--- src/rtl/sfq_gate_sequencer_if.sv ---
// Purpose: operand request and result return channels of the SFQ gate sequencer.
// Latency: none, wires only.
// Backpressure: op channel is valid/ready toward the sequencer; rsp channel is valid/ready back to the host.
//
// Signals
//   op_valid/op_ready/op_data   host -> sequencer operand vector (N_IN lanes)
//   rsp_valid/rsp_ready         sequencer -> host result handshake
//   rsp_data                    1 = gate produced at least one output pulse in the window
//   rsp_err                     1 = gate produced two or more output pulses in the window
interface sfq_gate_sequencer_if #(
    parameter int N_IN = 2
);
    logic            op_valid;
    logic            op_ready;
    logic [N_IN-1:0] op_data;
    logic            rsp_valid;
    logic            rsp_ready;
    logic            rsp_data;
    logic            rsp_err;

    // Host / test sequencer side.
    modport master (
        output op_valid,
        output op_data,
        output rsp_ready,
        input  op_ready,
        input  rsp_valid,
        input  rsp_data,
        input  rsp_err
    );

    // Gate sequencer side.
    modport slave (
        input  op_valid,
        input  op_data,
        input  rsp_ready,
        output op_ready,
        output rsp_valid,
        output rsp_data,
        output rsp_err
    );
endinterface

--- src/rtl/sfq_gate_sequencer.sv ---
// Purpose: sequences one evaluation of a clocked SFQ gate: data pulses, gate clock pulse, output observation.
// Latency: data_pulse cycle 1, gate_clk cycle 2+SETUP_CYC, rsp_valid cycle 3+SETUP_CYC+max(HOLD_CYC,OUT_WIN) after accept.
// Backpressure: one op in flight; op_ready only in IDLE; result held in RESP until rsp_ready.
//
// Ports
//   clkin       single clock, rising edge
//   rst_n       synchronous active-low reset (aborts any op in flight)
//   bus         op / rsp channels (slave side of sfq_gate_sequencer_if)
//   data_pulse  registered one-cycle pulses toward the gate data inputs
//   gate_clk    registered one-cycle pulse toward the gate clock input
//   gate_out    gate output, one cycle high per SFQ pulse
//   busy        high whenever the sequencer is not IDLE
module sfq_gate_sequencer #(
    parameter int N_IN      = 2,
    parameter int SETUP_CYC = 2,
    parameter int HOLD_CYC  = 2,
    parameter int OUT_WIN   = 4,
    parameter int CNT_W     = 8
) (
    input  logic                  clkin,
    input  logic                  rst_n,
    sfq_gate_sequencer_if.slave   bus,
    output logic [N_IN-1:0]       data_pulse,
    output logic                  gate_clk,
    input  logic                  gate_out,
    output logic                  busy
);

    // OBSERVE lasts long enough both to cover the output window and to honour
    // the gate's hold time before the next data pulse can be issued.
    localparam int OBS_CYC = (HOLD_CYC > OUT_WIN) ? HOLD_CYC : OUT_WIN;
    localparam int MAX_CYC = (SETUP_CYC > OBS_CYC) ? SETUP_CYC : OBS_CYC;
    localparam longint CNT_MAX = (longint'(1) << CNT_W) - 1;

    // The down-counter runs OBS_CYC..1 in OBSERVE; the window covers the
    // first OUT_WIN of those cycles, i.e. counter values above WIN_LO.
    localparam logic [CNT_W-1:0] OBS_LOAD   = CNT_W'(OBS_CYC);
    localparam logic [CNT_W-1:0] SETUP_LOAD = CNT_W'(SETUP_CYC);
    localparam logic [CNT_W-1:0] WIN_LO     = CNT_W'(OBS_CYC - OUT_WIN);
    localparam logic [CNT_W-1:0] CNT_ONE    = CNT_W'(1);

    if (OUT_WIN < 1) begin : g_bad_out_win
        $error("sfq_gate_sequencer: OUT_WIN must be >= 1");
    end
    if (longint'(MAX_CYC) > CNT_MAX) begin : g_bad_cnt_w
        $error("sfq_gate_sequencer: CNT_W too narrow for SETUP_CYC/HOLD_CYC/OUT_WIN");
    end
    if (N_IN < 1) begin : g_bad_n_in
        $error("sfq_gate_sequencer: N_IN must be >= 1");
    end

    typedef enum logic [2:0] {
        S_IDLE    = 3'd0,
        S_DATA    = 3'd1,
        S_SETUP   = 3'd2,
        S_CLK     = 3'd3,
        S_OBSERVE = 3'd4,
        S_RESP    = 3'd5
    } state_t;

    state_t           state;
    logic [CNT_W-1:0] cnt;
    logic [1:0]       pulse_cnt;
    logic [1:0]       pulse_cnt_nxt;
    logic             in_win;

    assign bus.op_ready = rst_n && (state == S_IDLE);
    assign busy         = (state != S_IDLE);

    // gate_out only counts inside the OBSERVE window; everywhere else it is
    // stray activity from the gate and must not leak into a result.
    assign in_win = (state == S_OBSERVE) && (cnt > WIN_LO);

    // Two-bit saturating pulse count: 0, 1 and "2 or more" are all the
    // result needs to distinguish.
    always_comb begin
        pulse_cnt_nxt = pulse_cnt;
        if (in_win && gate_out && (pulse_cnt != 2'b11)) begin
            pulse_cnt_nxt = pulse_cnt + 2'b01;
        end
    end

    always_ff @(posedge clkin) begin
        if (!rst_n) begin
            state         <= S_IDLE;
            cnt           <= '0;
            pulse_cnt     <= '0;
            data_pulse    <= '0;
            gate_clk      <= 1'b0;
            bus.rsp_valid <= 1'b0;
            bus.rsp_data  <= 1'b0;
            bus.rsp_err   <= 1'b0;
        end else begin
            // Pulse outputs are single-cycle: default low, raised only on
            // the transition into the state that owns them.
            data_pulse <= '0;
            gate_clk   <= 1'b0;

            case (state)
                S_IDLE: begin
                    // The data_pulse register doubles as the operand
                    // capture, so the pulse appears in the cycle after accept.
                    if (bus.op_valid) begin
                        data_pulse <= bus.op_data;
                        state      <= S_DATA;
                    end
                end

                S_DATA: begin
                    if (SETUP_CYC == 0) begin
                        gate_clk <= 1'b1;
                        state    <= S_CLK;
                    end else begin
                        cnt   <= SETUP_LOAD;
                        state <= S_SETUP;
                    end
                end

                S_SETUP: begin
                    if (cnt == CNT_ONE) begin
                        gate_clk <= 1'b1;
                        state    <= S_CLK;
                    end else begin
                        cnt <= cnt - CNT_ONE;
                    end
                end

                S_CLK: begin
                    cnt       <= OBS_LOAD;
                    pulse_cnt <= '0;
                    state     <= S_OBSERVE;
                end

                S_OBSERVE: begin
                    pulse_cnt <= pulse_cnt_nxt;
                    if (cnt == CNT_ONE) begin
                        bus.rsp_valid <= 1'b1;
                        bus.rsp_data  <= (pulse_cnt_nxt != 2'b00);
                        bus.rsp_err   <= pulse_cnt_nxt[1];
                        state         <= S_RESP;
                    end else begin
                        cnt <= cnt - CNT_ONE;
                    end
                end

                S_RESP: begin
                    if (bus.rsp_ready) begin
                        bus.rsp_valid <= 1'b0;
                        bus.rsp_data  <= 1'b0;
                        bus.rsp_err   <= 1'b0;
                        state         <= S_IDLE;
                    end
                end

                default: begin
                    state <= S_IDLE;
                end
            endcase
        end
    end

endmodule

--- src/flat_wrapper.sv ---
// flat-port wrapper written by rule: the top's interface ports become plain ports
module sfq_gate_sequencer_flat 
#(
    parameter int N_IN      = 2,
    parameter int SETUP_CYC = 2,
    parameter int HOLD_CYC  = 2,
    parameter int OUT_WIN   = 4,
    parameter int CNT_W     = 8
)
  (clkin, rst_n, data_pulse, gate_clk, gate_out, busy, bus_op_valid, bus_op_data, bus_rsp_ready, bus_op_ready, bus_rsp_valid, bus_rsp_data, bus_rsp_err);
  sfq_gate_sequencer_if #(.N_IN(N_IN)) bus_i ();
  input  logic clkin;
  input  logic rst_n;
  output logic [N_IN-1:0] data_pulse;
  output logic gate_clk;
  input  logic gate_out;
  output logic busy;
  input wire logic [$bits(bus_i.op_valid)-1:0] bus_op_valid;
  input wire logic [$bits(bus_i.op_data)-1:0] bus_op_data;
  input wire logic [$bits(bus_i.rsp_ready)-1:0] bus_rsp_ready;
  output wire logic [$bits(bus_i.op_ready)-1:0] bus_op_ready;
  output wire logic [$bits(bus_i.rsp_valid)-1:0] bus_rsp_valid;
  output wire logic [$bits(bus_i.rsp_data)-1:0] bus_rsp_data;
  output wire logic [$bits(bus_i.rsp_err)-1:0] bus_rsp_err;
  assign bus_i.op_valid = bus_op_valid;
  assign bus_i.op_data = bus_op_data;
  assign bus_i.rsp_ready = bus_rsp_ready;
  assign bus_op_ready = bus_i.op_ready;
  assign bus_rsp_valid = bus_i.rsp_valid;
  assign bus_rsp_data = bus_i.rsp_data;
  assign bus_rsp_err = bus_i.rsp_err;
  sfq_gate_sequencer #(.N_IN(N_IN), .SETUP_CYC(SETUP_CYC), .HOLD_CYC(HOLD_CYC), .OUT_WIN(OUT_WIN), .CNT_W(CNT_W)) u_core (.clkin(clkin), .rst_n(rst_n), .bus(bus_i), .data_pulse(data_pulse), .gate_clk(gate_clk), .gate_out(gate_out), .busy(busy));
endmodule
--- config.mk ---
export PLATFORM = sky130hd
export DESIGN_NAME = sfq_gate_sequencer_flat
export DESIGN_NICKNAME = d
export VERILOG_FILES = /design/src/rtl/sfq_gate_sequencer_if.sv /design/src/rtl/sfq_gate_sequencer.sv /design/src/flat_wrapper.sv
export SDC_FILE = /design/constraint.sdc
export NUM_CORES = 1
export LEC_CHECK = 0
export ABC_CLOCK_PERIOD_IN_PS = 2500
export BUFFER_PORTS_ARGS = -buffer_cell sky130_fd_sc_hd__buf_2
export CORE_ASPECT_RATIO = 0.7
export CORE_MARGIN = 3
export CORE_UTILIZATION = 55
export CTS_CLUSTER_DIAMETER = 50
export DETAILED_ROUTE_END_ITERATION = 7
export PLACE_DENSITY = 0.79
export SYNTH_ARGS = -nofsm -noshare
export SYNTH_HDL_FRONTEND = slang
export SYNTH_SLANG_ARGS = --single-unit
--- constraint.sdc ---
create_clock -name clkin -period 2.5 [get_ports clkin]
set_clock_uncertainty 0.1 [all_clocks]
set_input_delay 0 -clock clkin [delete_from_list [all_inputs] [get_ports clkin]]
set_output_delay 0 -clock clkin [all_outputs]
set_load 0.02 [all_outputs]
* Word-level counts from Yosys, hierarchy flattened
Index checks and enable logic that the tools add are counted.
Storage, ports and cells: input bits 7, logic and storage cells 56, output and inout port bits 8, flip-flop bits (word level) 19
Cells by class: reductions and logical operators 16, equal/unequal tests 12, mux-type cells 17, add/subtract/negate cells 2, $lt $le $gt $ge 1
Operator list (count):
- one-hot mux 8 bit (3 select lines) | 1
- one-hot mux 3 bit (6 select lines) | 1
- 2-to-1 mux 3 bit | 4
- inequality test 2 bit, second input constant | 5
- == test 8 x 1 -> 1 bit, second input constant | 1
- greater-than comparator 8 x 1 -> 1 bit, second input constant | 1
- 2-to-1 mux 8 bit | 1
- subtractor 8 x 1 -> 8 bit, second input constant | 1
- == test 3 x 2 -> 1 bit, second input constant | 2
- == test 3 bit, second input constant | 2
- one-hot mux 1 bit (2 select lines) | 3
- AND reduction 3 bit | 2
- nonzero test 2 bit | 3
- nonzero test 3 bit | 2
- 2-to-1 mux 1 bit | 5
- logical AND 1 bit | 4
- one-hot mux 2 bit (2 select lines) | 1
- AND reduction 2 bit | 2
- AND reduction 4 bit | 1
- == test 3 x 1 -> 1 bit, second input constant | 1
- logical NOT 3 bit | 1
- adder 2 x 1 -> 2 bit, second input constant | 1
- 2-to-1 mux 2 bit | 1
- inequality test 2 x 1 -> 1 bit, second input constant | 1
- OR reduction 2 bit | 1

* Longest topological paths before layout
Gate-level depths: netlist of run 1.
word-level depth 8, mapped depth 7, depth with buffers taken out 6

* Worst setup path after synthesis of run 1
No wires, ideal clock.
path type flip-flop to flip-flop, start reg u_core.state[0], end reg u_core.bus.rsp_err, setup time 0.117 ns, stages on the path, launching flop included 5, data required time 2.283 ns, slack 0.622 ns, arrival 1.661 ns, cells stage by stage dfxtp_1 or3b_4 a311oi_4 mux2_1 a32o_1
On the way: cells in the longest elaborated chain, start to end 7, elaborated cells on any way between the ends 12, classes of those cells eq/ne (4); mux (3); reduce/logical (5)
Ends and longest elaborated chain:
- from (decl) | RTL line sfq_gate_sequencer.sv:61 | state_t state;
- from (signal assigned) | RTL line sfq_gate_sequencer.sv:85 | state <= S_IDLE;
- from (signal assigned) | RTL line sfq_gate_sequencer.sv:105 | state <= S_DATA;
- from (signal assigned) | RTL line sfq_gate_sequencer.sv:112 | state <= S_CLK;
- == test 3 bit | RTL line sfq_gate_sequencer.sv:72, sfq_gate_sequencer.sv:99
- logical AND 1 bit | RTL line sfq_gate_sequencer.sv:72 | assign in_win = (state == S_OBSERVE) && (cnt > WIN_LO);
- logical AND 1 bit (2 in series) | RTL line sfq_gate_sequencer.sv:78 | if (in_win && gate_out && (pulse_cnt != 2'b11)) begin
- 2-to-1 mux 2 bit | RTL line sfq_gate_sequencer.sv:78
- 2-to-1 mux 1 bit | RTL line sfq_gate_sequencer.sv:136 | if (cnt == CNT_ONE) begin
- one-hot mux 1 bit (2 select lines) | RTL line sfq_gate_sequencer.sv:99 | case (state)
- to (signal assigned) | RTL line sfq_gate_sequencer.sv:139 | bus.rsp_err <= pulse_cnt_nxt[1];
- to (decl) | RTL line sfq_gate_sequencer_if.sv:40 | output rsp_err
Several ways; a longest one is shown, not always the timed one. The select of a mux whose other input is x is not followed. A chain may end at the register's enable or synchronous reset.

* Final worst setup path of run 1
start reg u_core.cnt[1], end reg u_core.cnt[5]
On the way: cells in the longest elaborated chain, start to end 3, elaborated cells on any way between the ends 6, classes of those cells add/sub (1); eq/ne (2); mux (2); reduce/logical (1)
Ends and longest elaborated chain:
- from (decl) | RTL line sfq_gate_sequencer.sv:62 | logic [CNT_W-1:0] cnt;
- from (signal assigned) | RTL line sfq_gate_sequencer.sv:124 | cnt <= cnt - CNT_ONE;
- from (signal assigned) | RTL line sfq_gate_sequencer.sv:142 | cnt <= cnt - CNT_ONE;
- subtractor 8 x 1 -> 8 bit or == test 8 x 1 -> 1 bit (tied branches)
- 2-to-1 mux 8 bit or inequality test 2 bit (tied branches)
- one-hot mux 8 bit (3 select lines) or AND reduction 2 bit (tied branches)
Several ways; a longest one is shown, not always the timed one. The select of a mux whose other input is x is not followed.

==> results.yml, run 1 <==
logic_synthesis:
  synth_nets: 131
  avgSynthCellArea_um2: 9.00
  synth.yosys.seq_area_share_pct: 34.9
  yosysWarnings: 0
  synth_top_flop_cell: "dfxtp_1"
  synth_seq_cells: 19
  ys_types: 45
  synth_cells: 121
  syn_area_mm2: 0.00109
  synth_edf_count: 0
  synth-async-reset-ratio_pct: 0
power:
  vdd_ir_drop_max_mv: 0.517
  p_seq_share_pct: 47.0
  power.share.combinational_pct: 33.0
  power_leakage_nw: 0.518
  power.density_mw_per_mm2: 617
  power.total_mw: 0.772
  p_switching_mw: 0.276
  p_sw_share_pct: 35.7
  clkPwrFrac_pct: 20.0
  power.internal_mw: 0.496
setup_path:
  startpoint: "u_core.cnt[1]"
  crit_fanout: 13
  r2r-start: "u_core.cnt[1]"
  rrSetupSlack_ns: 0.32
  cp-end-kind: "flop"
  max_stage_delay_ns: 0.51
  worstPathCellList: "inv_1 -> ha_1 -> or3b_2 -> o2bb2ai_2 -> a211oi_1 -> mux2i_1"
  startpoint_type: "flop"
  worst-setup-path-type: "reg -> reg"
  cp.required_ns: 2.58
  r2r-end: "u_core.cnt[5]"
  r2r_cells: 6
  endpoint: "u_core.cnt[5]"
  crit_arrival_ns: 2.26
  critical-path-slowest-cell: "o2bb2ai_2"
sta:
  slew_violations: 0
  max_freq_ghz: 0.459
  max-slew-margin-rel_pct: 60.4
  post-route-period-util_pct: 87.2
  fin_crit_ns: 2.18
  tightest_slew_ns: 0.591
  rsz0062_at_grt: "no"
  fin_setup_tns_ns: 0
  setup_viol: 0
  finalHoldViolCount: 0
run:
  maxCapViolCount: 0
clocking:
  numCtsBuffers: 3
  insertion_delay_ns: 0.29
  clockBufferDepth: 2
  clock_sinks: 19
  clk_pin_slew_ns: 0.10
  cts_root_buf: "clkbuf_4"
  h-tree-depth: 1
  tritoncts: "built"
floorplanning:
  die_w_um: 59.2
  fp.dieH_um: 43.2
  rows: 12
  start_util_pct: 63.0
  die-area_mm2: 0.00256
  placeableCoreArea_mm2: 0.00173
  ios: 15
route:
  top_layer_used: "met3"
  drt_first_iter_violations: 60
  routedWlPerCell_um: 14.7
  dr_wl_met2_um: 1020
  wl_met3_um: 139
  wl_um: 2360
  drc: 0
  wl_met1_um: 1200
  ant_nets: 0
  vias: 963
  vias_per_cell: 6.02
  first_pass_iters: 4
place:
  place_hpwl_um: 1630
  dp_cells: 150
  gp_congestion: 0.797
  port_buffers: 14
  placed_area_mm2: 0.00116
outcome:
  outcome: "complete, no violations"
global_routing:
  grt_pass1_vias: 859
  grt_usage_pct: 19.6
  grt_max_degree: 20
  grt_pass1_wl_um: 3910
  antenna_found_initial: 0
  overflow: 0
layout:
  fin_nets: 150
  finalNonFillerCells: 160
  drive_above_1_share_pct: 20.1
  post-route-util_pct: 72.5
  syn2layout_area_growth_pct: 14.9
  final_cell_area_mm2: 0.00125
  diodes: 0
hold_path:
  hold_path.class: "in -> reg"
## synthesized netlist by cell type (2+ instances only)
library cell,count,area share (%)
dfxtp_1,19,35
nand2_1,11,3.8
nand3_1,9,4.1
nor2_1,7,2.4
clkbuf_1,6,2.1
a21oi_1,4,1.8
inv_1,4,1.4
mux2i_1,4,3.7
nand2b_1,4,2.3
a2111o_1,3,3.1
a21boi_1,3,2.1
ha_1,3,3.4
nor3_1,3,1.4
o2111ai_1,3,2.4
a32o_1,2,1.8
and3_1,2,1.1
nand3b_1,2,1.4
nor2b_1,2,1.1
nor4_1,2,1.1
or2_2,2,1.1
xnor2_1,2,1.6
## power by group through the flow
stage	registers [mW]	clock network, mW	logic [mW]
after CTS	0.362	0.161	0.252
after detailed placement	0.368	0	0.244
after global placement	0.368	0	0.234
after global routing	0.367	0.171	0.285
final	0.363	0.154	0.255
after floorplan	0.365	0	0.192
## per-stage QoR
stage / setup WS, ns / hold WS (ns)
3_3_place_gp: 0.403 / 0.133
3_5_place_dp: 0.335 / 0.135
6_report: 0.320 / 0.0462
2_1_floorplan: 0.622 / 0.0459
4_1_cts: 0.321 / 0.0276
5_1_grt: 0.203 / 0.0651
## repair_timing
item / 4_1_cts / 5_1_grt
hold endpoints to repair: 4 / 0
hold buffers: 6 / 0
buffers inserted: 0 / 0
gates resized for setup: 0 / 0
## cells in the final DEF, fill, tap and decap left out, types with 3 or more instances in the layout
cell type      instances
clkbuf_4               3
nand2_1               11
inv_1                  4
a21boi_1               3
dlygate4sd3_1          6
mux2i_1                4
nor3_1                 3
ha_1                   3
dfxtp_1               19
nand3_1                9
a2111o_1               3
nor2_1                 7
o2111ai_1              3
a21oi_1                4
nand2b_1               4
buf_2                 14
## layer usage
layer	up-vias	track usage, %
met2	28	30.2
li1	482	-
met3	0	5.47
met4	0	1.36
met5	-	0
met1	453	28.0
## cell type report
class / instances / area [um^2]
Clock buffer: 4 / 26.3
Fill cell: 140 / 475
Inverter: 4 / 15.0
Multi-Input combinational cell: 90 / 658
Sequential cell: 19 / 380
Tap cell: 21 / 26.3
Timing Repair Buffer: 22 / 145
## worst min path at each step
stage | from | to | slack [ns] | cells past startpoint
after global routing | gate_out | u_core.pulse_cnt[1] | 0.07 | 5
after detailed placement | bus_op_data[1] | u_core.data_pulse[1] | 0.13 | 2
after floorplan | bus_op_valid | u_core.data_pulse[0] | 0.05 | 1
after global placement | bus_op_data[1] | u_core.data_pulse[1] | 0.13 | 2
after CTS | bus_op_valid | u_core.state[0] | 0.03 | 4
final | bus_op_valid | u_core.state[0] | 0.05 | 4
## logic make-up after synthesis
| family | after synthesis | synth area share [%] |
|---|---|---|
| AND/OR/NAND/NOR | 55 | 29.1 |
| AO/OA/AOI/OAI | 25 | 21.6 |
| flip-flops | 19 | 34.9 |
| buffers and inverters | 12 | 4.60 |
| multiplexers | 5 | 4.71 |
| adder cells (fa/ha/maj) | 3 | 3.45 |
| XOR/XNOR | 2 | 1.61 |
## critical path, delay by kind of cell, from the launching register on
family | cells | cell delay [ns]
AO/OA/AOI/OAI | 2 | 0.70
adder cells (fa/ha/maj) | 1 | 0.17
buffers and inverters | 1 | 0.11
flip-flops | 1 | 0.34
multiplexers | 1 | 0.16
AND/OR/NAND/NOR | 1 | 0.48
## flip-flops by register name, indices dropped and copies added, names as in the netlist
register and count:
u_core.cnt 8, u_core.state 3, u_core.data_pulse 2, u_core.pulse_cnt 2, u_core.bus.rsp_data 1, u_core.bus.rsp_err 1
u_core.bus.rsp_valid 1, u_core.gate_clk 1
Note: power is estimated with default switching activity, not from simulation.
==> run 2, diff against run 1 <==
- GPL_TIMING_DRIVEN: unset -> 1
- REMOVE_ABC_BUFFERS: unset -> 1
==> results.yml, run 2 (synthesis results as in run 1) <==
place:
  placed_area_mm2: 0.00117
  gp_congestion: 0.769
  port_buffers: 14
  place_hpwl_um: 1820
layout:
  final_cell_area_mm2: 0.00127
  drive_above_1_share_pct: 20.6
  final_cell_mix: "dfxtp_1 (19), buf_2 (14), nand2_1 (11)"
  largest_reg_flops: 8
  fin_nets: 152
  layout_commonest_cell: "dfxtp_1"
  top_register: "u_core.cnt"
  diodes: 0
  syn2layout_area_growth_pct: 16.6
  reg_top3: "u_core.cnt x8, u_core.state x3"
power:
  p_switching_mw: 0.282
  p_seq_share_pct: 46.8
  power.density_mw_per_mm2: 616
  power.internal_mw: 0.500
  vdd_ir_drop_max_mv: 0.645
  power.share.combinational_pct: 33.3
  clkPwrFrac_pct: 19.9
  p_sw_share_pct: 36.0
  power_leakage_nw: 0.529
  power.total_mw: 0.782
floorplanning:
  ios: 15
  rows: 12
  start_util_pct: 63.0
  fp.dieH_um: 43.2
  placeableCoreArea_mm2: 0.00173
  die_w_um: 59.2
  die-area_mm2: 0.00256
route:
  vias_per_cell: 6.30
  first_pass_iters: 4
  drt_first_iter_violations: 67
  drc: 0
  wl_um: 2630
  routedWlPerCell_um: 16.2
  ant_nets: 0
  vias: 1020
clocking:
  h-tree-depth: 1
  post-cts-setup-buffers: 0
  clockBufferDepth: 2
  cts_resized: 0
  insertion_delay_ns: 0.30
  clk_pin_slew_ns: 0.10
  hold_buffers: 7
  clock_sinks: 19
  tritoncts: "built"
  cts_root_buf: "clkbuf_4"
  numCtsBuffers: 3
global_routing:
  grt_usage_pct: 22.9
  overflow: 0
  grt_max_degree: 20
  grt_pass1_wl_um: 4340
  globalRouteMet1Util_pct: 28.6
  antenna_found_initial: 0
  grtUsageMet2_pct: 36.6
  met3_usage_pct: 5.78
  busiest_layer: "met2"
  grt_pass1_vias: 901
sta:
  max-slew-margin-rel_pct: 59.1
  setup_viol: 0
  slew_violations: 0
  max_freq_ghz: 0.452
  fin_crit_ns: 2.21
  post-route-period-util_pct: 88.5
  fin_setup_tns_ns: 0
  tightest_slew_ns: 0.609
  finalHoldViolCount: 0
  rsz0062_at_grt: "no"
setup_path:
  worst-setup-path-type: "reg -> reg"
  startpoint_type: "flop"
  r2r-start: "u_core.cnt[1]"
  crit_arrival_ns: 2.30
  cp-end-kind: "flop"
  crit_fanout: 13
  rrSetupSlack_ns: 0.29
  r2r-end: "u_core.cnt[5]"
  r2r_cells: 6
  cp.required_ns: 2.58
hold_path:
  hold_path_end: "u_core.pulse_cnt[1]"
  hold_path.class: "in -> reg"
  worstHoldStart: "gate_out"
  holdPathStages: 5
outcome:
  outcome: "complete, no violations"
run:
  maxCapViolCount: 0
==> run 2: power by group through the flow <==
| stage | sequential [mW] | combinational (mW) | clock, mW |
|---|---|---|---|
| 2_1_floorplan | 0.371 | 0.176 | 0 |
| 3_3_place_gp | 0.368 | 0.236 | 0 |
| 3_5_place_dp | 0.370 | 0.246 | 0 |
| 4_1_cts | 0.364 | 0.256 | 0.165 |
| 5_1_grt | 0.370 | 0.288 | 0.180 |
| 6_report | 0.366 | 0.261 | 0.156 |
==> run 2: how the worst max path moves through the flow <==
| stage | cells after the start | startpoint | to | slack (ns) |
|---|---|---|---|---|
| 5_1_grt | 6 | u_core.cnt[1] | u_core.cnt[5] | 0.19 |
| 4_1_cts | 4 | u_core.state[2] | u_core.bus.rsp_err | 0.30 |
| 3_5_place_dp | 4 | u_core.state[2] | u_core.bus.rsp_err | 0.31 |
| 2_1_floorplan | 4 | u_core.state[2] | u_core.bus.rsp_err | 0.49 |
| 6_report | 6 | u_core.cnt[1] | u_core.cnt[5] | 0.29 |
| 3_3_place_gp | 4 | u_core.state[2] | u_core.bus.rsp_err | 0.41 |
==> run 2: layout make-up <==
| class | count | area, um^2 |
|---|---|---|
| multi-input combinational | 90 | 658 |
| fill | 133 | 458 |
| sequential | 19 | 380 |
| timing repair buffer | 24 | 163 |
| clock buffer | 4 | 26.3 |
| tap | 21 | 26.3 |
| inverter | 4 | 15.0 |
==> run 2: critical path, cell delays in order (launching register included) <==
cell and delay (ns):
dfxtp_1 0.34, inv_1 0.12, ha_1 0.17, or3b_2 0.48, o2bb2ai_2 0.53, a211oi_1 0.19
mux2i_1 0.16
==> run 2: layer usage <==
| metal | up-vias | wire length (um) |
|---|---|---|
| li1 | 495 | - |
| met1 | 469 | 1190 |
| met4 | 0 | 87 |
| met5 | - | 0 |
| met2 | 44 | 1180 |
| met3 | 12 | 164 |
==> run 2: metrics by stage <==
step	worst slack [ns]	utilization, %	cells	hold slack (ns)
3_5_place_dp	0.310	67.9	151	0.140
6_report	0.288	73.5	162	0.0464
5_1_grt	0.195	73.5	162	0.0508
3_3_place_gp	0.411	67.9	151	0.134
2_1_floorplan	0.485	-	113	0.0169
4_1_cts	0.302	73.5	162	0.0322
